`src/rtl/serial_pkg.sv`:
```
// Shared encodings and defaults for the serial subsystem.
package serial_pkg;
  typedef enum logic [1:0] {
    ST_IDLE = 2'd0,
    ST_GNT0 = 2'd1,
    ST_GNT1 = 2'd2
  } state_t;

  localparam int DEFAULT_MAXBURST = 4;
endpackage

```
`src/rtl/rr_pick2.sv`:
```
// Combinational 2-way round-robin picker: a lone request wins, a tie goes to prio.
module rr_pick2 (
  input  logic [1:0] req,
  input  logic       prio,
  output logic       sel,
  output logic       valid
);
  assign valid = |req;
  assign sel   = (req == 2'b11) ? prio : req[1];
endmodule

```
`src/rtl/fifo_wr_arbiter.sv`:
```
// Round-robin owner of one FIFO write port; grant one cycle after request, one byte/cycle,
// stalls without ack while fifo_full, grant rotates on last byte, burst limit or abandon.
module fifo_wr_arbiter
  import serial_pkg::*;
#(
  parameter int B        = 8,
  parameter int MAXBURST = DEFAULT_MAXBURST
) (
  input  logic         clk,
  input  logic         reset,
  input  logic         req0,
  input  logic         req1,
  input  logic [B-1:0] data0,
  input  logic [B-1:0] data1,
  input  logic         last0,
  input  logic         last1,
  output logic         ack0,
  output logic         ack1,
  input  logic         fifo_full,
  output logic         fifo_wr,
  output logic [B-1:0] fifo_wdata,
  output logic [1:0]   grant,
  output logic         busy
);
  localparam int CW = $clog2(MAXBURST) + 1;

  state_t        state, state_nxt;
  logic          prio, prio_nxt;
  logic [CW-1:0] cnt, cnt_nxt;
  logic [1:0]    pick_req;
  logic          pick_sel, pick_valid;
  logic          burst_end, rel;

  // While granted only the other side is offered, so the picker yields the handover target.
  assign pick_req  = (state == ST_IDLE) ? {req1, req0} :
                     (state == ST_GNT0) ? {req1, 1'b0} : {1'b0, req0};
  assign burst_end = (cnt == CW'(MAXBURST - 1));
  assign busy      = (state != ST_IDLE);

  rr_pick2 u_pick (
    .req   (pick_req),
    .prio  (prio),
    .sel   (pick_sel),
    .valid (pick_valid)
  );

  always_ff @(posedge clk or posedge reset) begin
    if (reset) begin
      state <= ST_IDLE;
      prio  <= 1'b0;
      cnt   <= '0;
    end else begin
      state <= state_nxt;
      prio  <= prio_nxt;
      cnt   <= cnt_nxt;
    end
  end

  always_comb begin
    state_nxt  = state;
    prio_nxt   = prio;
    cnt_nxt    = cnt;
    fifo_wr    = 1'b0;
    ack0       = 1'b0;
    ack1       = 1'b0;
    fifo_wdata = '0;
    grant      = 2'b00;
    rel        = 1'b0;
    case (state)
      ST_IDLE: begin
        if (pick_valid) state_nxt = pick_sel ? ST_GNT1 : ST_GNT0;
      end
      ST_GNT0: begin
        grant      = 2'b01;
        fifo_wr    = req0 & ~fifo_full;
        ack0       = fifo_wr;
        fifo_wdata = data0;
        rel        = (fifo_wr & (last0 | burst_end)) | ~req0;
      end
      ST_GNT1: begin
        grant      = 2'b10;
        fifo_wr    = req1 & ~fifo_full;
        ack1       = fifo_wr;
        fifo_wdata = data1;
        rel        = (fifo_wr & (last1 | burst_end)) | ~req1;
      end
      default: state_nxt = ST_IDLE;
    endcase
    if (fifo_wr) cnt_nxt = cnt + 1'b1;
    if (rel) begin
      cnt_nxt   = '0;
      prio_nxt  = (state == ST_GNT0);
      state_nxt = pick_valid ? (pick_sel ? ST_GNT1 : ST_GNT0) : ST_IDLE;
    end
  end
endmodule

```
`config.mk`:
```
export PLATFORM = sky130hd
export DESIGN_NAME = fifo_wr_arbiter
export DESIGN_NICKNAME = d
export VERILOG_FILES = /design/src/rtl/serial_pkg.sv /design/src/rtl/rr_pick2.sv /design/src/rtl/fifo_wr_arbiter.sv
export SDC_FILE = /design/constraint.sdc
export NUM_CORES = 1
export LEC_CHECK = 0
export CORE_MARGIN = 2
export CORE_UTILIZATION = 32
export CTS_CLUSTER_DIAMETER = 30
export DETAILED_ROUTE_END_ITERATION = 10
export PLACE_DENSITY_LB_ADDON = 0.05
export SYNTH_ARGS = -nofsm -noshare
export SYNTH_HDL_FRONTEND = slang
export SYNTH_SLANG_ARGS = --single-unit
```
`constraint.sdc`:
```
create_clock -name clk -period 1.8 [get_ports clk]
set_input_delay 0.18 -clock clk [delete_from_list [all_inputs] [get_ports clk]]
set_output_delay 0.18 -clock clk [all_outputs]
set_load 0.005 [all_outputs]
```
==> results of run 1 <==
==> cell usage in the layout, fill, tap and decap left out, types with 2 or more instances in the layout <==
master                            Yosys  final
sky130_fd_sc_hd__inv_1                5      3
sky130_fd_sc_hd__nand2_1              6      6
sky130_fd_sc_hd__a22oi_1              8      7
sky130_fd_sc_hd__buf_6                0      3
sky130_fd_sc_hd__inv_2                0      2
sky130_fd_sc_hd__dlygate4sd2_1        0     10
sky130_fd_sc_hd__nor2b_1              8      8
sky130_fd_sc_hd__nor2_1               6      4
sky130_fd_sc_hd__clkbuf_4             0      3
sky130_fd_sc_hd__buf_4                0     15
sky130_fd_sc_hd__clkdlybuf4s50_1      0     25
sky130_fd_sc_hd__or3b_1               2      2
sky130_fd_sc_hd__ha_4                 0      4
sky130_fd_sc_hd__dfrtp_1              6      6
==> cell families (layout without fill, tap and decap cells) <==
logic type | count (synthesis) | in the layout | synth area share
compound gates | 18 | 18 | 0.245
xor+xnor | 1 | 1 | 0.0149
fa+ha+maj | 6 | 6 | 0.128
buf+inv | 8 | 62 | 0.0532
flops | 6 | 6 | 0.255
mux | 2 | 2 | 0.0425
simple gates | 28 | 28 | 0.262
==> worst min-delay path by stage <==
stage / slack [ns] / endpoint / cells after the start / startpoint
floorplan: -0.03 / cnt[0] / 1 / reset
global placement: 0.40 / state[0] / 2 / reset
detailed placement: 0.40 / state[0] / 2 / reset
CTS: 0.17 / cnt[1] / 2 / reset
global route: 0.20 / cnt[1] / 2 / reset
finish: 0.16 / cnt[1] / 2 / reset
==> power by group through the flow <==
stage	registers [mW]	logic (mW)	clock network, mW
3_3_place_gp	0.226	0.897	0
3_5_place_dp	0.228	0.915	0
2_1_floorplan	0.220	0.467	0
4_1_cts	0.228	1.01	0.122
6_report	0.235	1.08	0.115
5_1_grt	0.242	1.17	0.125
==> state kept, by name (all words and copies together), names as in the netlist <==
register / cells
state: 2
prio: 1
cnt: 3
==> metrics by stage <==
| step | worst slack [ns] | setup TNS (ns) | hold slack, ns |
|---|---|---|---|
| 4_1_cts | -0.0570 | -0.123 | 0.166 |
| 3_5_place_dp | -0.0719 | -0.236 | 0.404 |
| 5_1_grt | -0.145 | -0.819 | 0.202 |
| 6_report | -0.0550 | -0.102 | 0.164 |
| 2_1_floorplan | -0.0559 | -0.0750 | -0.0290 |
| 3_3_place_gp | -0.0538 | -0.191 | 0.404 |
==> metal layers <==
layer  share of wire  wire (µm)  GRT usage  up-vias
li1                -          -          -      357
met1            0.42        762      0.207      326
met2            0.51        937      0.307       22
met3           0.069        126     0.0269        0
met4               0          0     0.0833        0
met5               0          0          0        -
==> final cells by class <==
type                    instances  area [µm²]
clock buffers                   3        22.5
fillers                       161         512
multi-input cells              55         495
well taps                      25        31.3
flip-flops and latches          6         150
inverters                       5        18.8
repair buffers                 54         497
==> cells in the mapped netlist <==
cell type,instances,area [µm²]
sky130_fd_sc_hd__a211oi_1,2,15.0
sky130_fd_sc_hd__a21boi_0,1,7.51
sky130_fd_sc_hd__a21oi_1,2,10.0
sky130_fd_sc_hd__a22oi_1,8,60.1
sky130_fd_sc_hd__a2bb2oi_1,1,8.76
sky130_fd_sc_hd__a311o_1,1,10.0
sky130_fd_sc_hd__a32oi_2,1,16.3
sky130_fd_sc_hd__buf_2,1,5.00
sky130_fd_sc_hd__clkbuf_1,2,7.51
sky130_fd_sc_hd__dfrtp_1,6,150
sky130_fd_sc_hd__ha_1,6,75.1
sky130_fd_sc_hd__inv_1,5,18.8
sky130_fd_sc_hd__mux2_4,1,15.0
sky130_fd_sc_hd__mux2i_1,1,10.0
sky130_fd_sc_hd__nand2_1,6,22.5
sky130_fd_sc_hd__nand2b_1,1,6.26
sky130_fd_sc_hd__nand3_1,1,5.00
sky130_fd_sc_hd__nor2_1,6,22.5
sky130_fd_sc_hd__nor2b_1,8,50.1
sky130_fd_sc_hd__nor2b_2,1,8.76
sky130_fd_sc_hd__nor3b_1,1,7.51
sky130_fd_sc_hd__nor4_1,1,6.26
sky130_fd_sc_hd__o21bai_1,1,7.51
sky130_fd_sc_hd__o311ai_0,1,8.76
sky130_fd_sc_hd__or3_2,1,7.51
sky130_fd_sc_hd__or3b_1,2,17.5
sky130_fd_sc_hd__xnor2_1,1,8.76
==> what timing repair did <==
action                     4_1_cts  5_1_grt
hold endpoints to repair         0        0
buffers inserted                 3        1
setup endpoints to repair       15       11
resized for setup               22        9
pin swaps                        1        3
==> summary.md, run 1 <==
| Metric | Value |
|---|---|
| Outcome | complete, but fails checks |
| Violated checks | setup timing |
| Critical path peak fanout | 4 |
| Internal portion of total power | 0.884 mW |
| Post-synth design cell area | 588 µm² |
| TritonCTS clock tree | done |
| First-pass DRT Iterations | 4 |
| Post-route fraction of the period consumed by the critical path | 1.03 |
| Final Max Tran Viols | 0 |
| Instance count on the critical path | 6 |
| Insertion delay of the later-clocked pin in the worst-skew pair | 0.23 ns |
| Number of instances in the synthesized netlist | 69 |
| Fraction of power spent switching nets | 0.380 |
| Library cells used by synthesis | 27 |
| Final Wtd Congestion | 0.861 |
| Syn-to-layout area delta | 107% |
| Reported max-cap violation count | 0 |
| Max Freq | 539 MHz |
| Initial antenna violation count | 0 |
| Reported net switching power | 0.542 mW |
| Depth of the most critical reg-to-reg path | 6 |
| Slowest cell on the critical path | sky130_fd_sc_hd__dfrtp_1 |
| Peak VDD IR | 0.894 mV |
| Worst clock skew on the final layout | 0.00122 ns |
| I/O pin total | 37 |
| Wire length of the first global-routing pass | 2.75 mm |
| Initial Util | 0.341 |
| Proportion of power drawn by combinational gates | 0.755 |
| Fraction of layout instances using a drive strength above 1 | 0.317 |
| Final Net Count | 154 |
| Kind of path behind the tightest hold check | in -> async |
| Count of H-tree levels built during CTS | 1 |
| Cell family with the largest share of critical-path delay | simple AND/OR/NAND/NOR gates |
| Count of hold-fix buffers inserted at cts | 0 |
| Final instance area | 1210 µm² |
| DRC errors left | 0 |
| Critical Path Start Type | flop |
| Detailed placement HPWL | 1.45 mm |
| Count of non-filler cells in the finished layout | 148 |
| Number of failing hold endpoints at the final stage | 0 |
| Leakage | 0.543 nW |
| Last element of the critical path | prio |
| Buffer type at the clock tree root | sky130_fd_sc_hd__clkbuf_4 |
| Max-slew headroom | 0.806 |
| Diodes inserted | 0 |
| Share of synthesized area occupied by flip-flops and latches | 0.255 |
| Number of I/O port buffers | 36 |
| Die X-Extent | 46.9 µm |
| FF-to-FF Start | cnt[1] |
| Setup crit end kind | flop |
| Total design power | 1.43 mW |
| First DRT Iteration DRCs | 7 |
| Reg-to-reg slack, setup | -0.05 ns |
| Largest incremental delay on the critical path | 0.37 ns |
| Critical path class | reg -> reg |
| Die boundary height | 46.9 µm |
| Clock share of power | 0.080 |
| Worst path setup slack after routing | -0.0550 ns |
| Cell area after placement | 1080 µm² |
| RSZ-0062 raised after global routing | yes |
| Minimum clock period | 1.85 ns |
| Congestion Overflow GR | 0 |
| Register bit count reported by yosys | 6 |
| Total clock sinks | 6 |
| Longest Clk Path Bufs | 2 |
| Die Outline Area | 2200 µm² |
| Routed wire length per instance | 12.3 µm |
| PwrDens | 1170 nW/µm² |
| Final count of negative-setup-slack endpoints | 3 |
| Number of nets with antenna violations after detailed routing | 0 |
| First element of the critical path | cnt[1] |
| CP required | 1.92 ns |
| Reg-to-Reg End | prio |
| Total wire length | 1.83 mm |
| CP Buf/Inv Count | 0 |
| Number of global-route vias before repair | 678 |
| Total nets after synthesis | 98 |
| Register clock-pin slew on the reported worst setup and hold paths | 0.04 ns |
| Number of warnings issued by yosys | 0 |
| Synthesized area divided by synthesized cell count | 8.52 µm² |
| Final Util | 0.704 |
| Maximum number of pins on one net before global-route repair | 11 |
| Number of placed cells counting well taps | 141 |
| Via density per instance | 4.76 |
| FP Rows | 15 |
| Flop pwr share | 0.165 |
| Detailed-route via count | 705 |
| Transition time at the pin with the least slew margin | 0.288 ns |
| Arrival time of data at the critical path endpoint | 1.97 ns |
| Std-Cell Core Area | 1730 µm² |
| Number of clock buffers inserted by TritonCTS | 3 |
| Cell-by-cell trace of the critical path | ha_2 -> ha_4 -> or3b_1 -> a32oi_2 -> nor2b_2 -> mux2_4 |
| Global-route usage over all layers | 0.175 |
No activity file was read; power rests on OpenSTA's default activity.
==> run 2: changes to the inputs <==
CTS_CLUSTER_SIZE = 12   (was default)
TNS_END_PERCENT = 100   (was default)
==> results of run 2 <==
Same layout as run 1: the final DEF is identical, and so are final timing and power.
==> run 3: changes to the inputs <==
clock period = 1.7 ns   (was 1.8 ns; I/O delays follow)
==> run 3 against run 2 <==
The run still ends with setup timing left. Register-to-register slack got worse by 0.11 ns. Maximum frequency down 0.51%. Setup slack worse by 0.11 ns.
==> summary.md, run 3 (synthesized netlist as in run 1, its figures left out) <==
| Metric | Value |
|---|---|
| Fraction of layout instances using a drive strength above 1 | 0.544 |
| Number of failing hold endpoints at the final stage | 0 |
| Arrival time of data at the critical path endpoint | 1.98 ns |
| Count of H-tree levels built during CTS | 1 |
| Reported max-cap violation count | 0 |
| Die Outline Area | 2200 µm² |
| DRC errors left | 0 |
| Final count of negative-setup-slack endpoints | 6 |
| First-pass DRT Iterations | 4 |
| Worst path setup slack after routing | -0.165 ns |
| Peak VDD IR | 1.15 mV |
| Minimum clock period | 1.86 ns |
| TritonCTS clock tree | done |
| First element of the critical path | cnt[1] |
| Violated checks | setup timing |
| WHS | 0.145 ns |
| Critical Path Start Type | flop |
| Buffer type at the clock tree root | sky130_fd_sc_hd__clkbuf_4 |
| Most used cells in the layout excluding fill and tap cells | sky130_fd_sc_hd__clkdlybuf4s50_1, sky130_fd_sc_hd__buf_4, sky130_fd_sc_hd__buf_2, sky130_fd_sc_hd__buf_6, sky130_fd_sc_hd__a22oi_2 |
| Final Max Tran Viols | 0 |
| Longest Clk Path Bufs | 2 |
| Count of non-filler cells in the finished layout | 161 |
| Register with the most flip-flops | cnt |
| Initial Util | 0.341 |
| Max-slew headroom | 0.817 |
| Global-route usage over all layers | 0.188 |
| Via density per instance | 4.83 |
| Register clock-pin slew on the reported worst setup and hold paths | 0.04 ns |
| Max Freq | 536 MHz |
| Cell area after placement | 1100 µm² |
| Congestion Overflow GR | 0 |
| Leakage | 0.605 nW |
| Detailed-route via count | 777 |
| Final instance area | 1380 µm² |
| Critical path class | reg -> reg |
| Number of clock buffers inserted by TritonCTS | 3 |
| Count of hold-fix buffers inserted at cts | 0 |
| Maximum number of pins on one net before global-route repair | 11 |
| Routed wire length per instance | 13.8 µm |
| FP Rows | 15 |
| Diodes inserted | 0 |
| Worst clock skew on the final layout | 0.00127 ns |
| Transition time at the pin with the least slew margin | 0.270 ns |
| Die X-Extent | 46.9 µm |
| Post-route fraction of the period consumed by the critical path | 1.10 |
| Initial antenna violation count | 0 |
| Syn-to-layout area delta | 135% |
| Die boundary height | 46.9 µm |
| Final Wtd Congestion | 0.834 |
| Leading cell type in the layout, fill and taps excluded | sky130_fd_sc_hd__clkdlybuf4s50_1 |
| Setup crit end kind | flop |
| Number of nets with antenna violations after detailed routing | 0 |
| Registers with the highest flip-flop counts | cnt (3), state (2), prio (1) |
| Total wire length | 2.22 mm |
| Kind of path behind the tightest hold check | in -> async |
| Detailed placement HPWL | 1.48 mm |
| Total Negative Setup Slacks | -0.578 ns |
| RSZ-0062 raised after global routing | yes |
| CP required | 1.82 ns |
| Number of I/O port buffers | 36 |
| Number of placed cells counting well taps | 144 |
| Wire length of the first global-routing pass | 2.86 mm |
| Critical path peak fanout | 4 |
| Number of global-route vias before repair | 691 |
| I/O pin total | 37 |
| Total design power | 1.91 mW |
| Std-Cell Core Area | 1730 µm² |
| Final Net Count | 167 |
| FF-to-FF Start | cnt[1] |
| Number of flip-flops under the largest register name | 3 |
| Total clock sinks | 6 |
| Outcome | complete, but fails checks |
| Insertion delay of the later-clocked pin in the worst-skew pair | 0.23 ns |
| PwrDens | 1390 nW/µm² |
| First DRT Iteration DRCs | 7 |
[run 3: cell types whose count changed in the layout (fill, tap and decap cells not counted), sizes merged]
cell,delta
dlymetal6s2s,-1
buf,+21
clkbuf,+1
dlygate4sd2,-5
clkdlybuf4s50,-3
[run 3: layout make-up]
| cell class | count | area [µm²] |
|---|---|---|
| repair buffers | 67 | 581 |
| multi-input cells | 55 | 577 |
| fillers | 121 | 347 |
| flip-flops and latches | 6 | 150 |
| well taps | 25 | 31.3 |
| clock buffers | 3 | 22.5 |
| inverters | 5 | 18.8 |
[run 3: metal layers]
layer,vias up,routed length (µm),track usage
li1,384,-,-
met1,363,797,0.197
met2,28,1240,0.342
met3,2,151,0.0346
met4,0,27,0.117
met5,-,0,0
[run 3: through the flow]
stage                     worst slack, ns  utilization
after floorplan                    -0.156            -
after global placement             -0.194        0.637
after detailed placement           -0.229        0.637
after CTS                          -0.183        0.717
after global routing               -0.216        0.799
final                              -0.165        0.799
[run 3: timing repair]
action	4_1_cts	5_1_grt
cloned	0	1
endpoints found under the setup margin	19	15
setup buffers	6	7
gates resized for setup	62	22
pin swaps	6	8
[run 3: report_power, final]
group	internal, mW	switching, mW
Combinational	0.920	0.626
Clock	0.0793	0.0427
Sequential	0.199	0.0450
[run 3: critical path, cell delays in order (launching register included)]
cell                      delay (ns)
sky130_fd_sc_hd__dfrtp_1        0.37
sky130_fd_sc_hd__ha_2           0.20
sky130_fd_sc_hd__ha_4           0.15
sky130_fd_sc_hd__or3b_4         0.37
sky130_fd_sc_hd__a32oi_4        0.25
sky130_fd_sc_hd__nor4_2         0.08
sky130_fd_sc_hd__a311o_1        0.32
[run 3: final timing paths]
check                           endpoint  cells past startpoint  slack (ns)
worst max register to register  state[1]                      6       -0.16
worst min register to register      prio                      1        0.56
worst max-delay path            state[1]                      6       -0.16
worst min-delay path            state[1]                      2        0.14
max in group asynchronous         cnt[2]                      2        1.37
min in group clk                    prio                      1        0.56
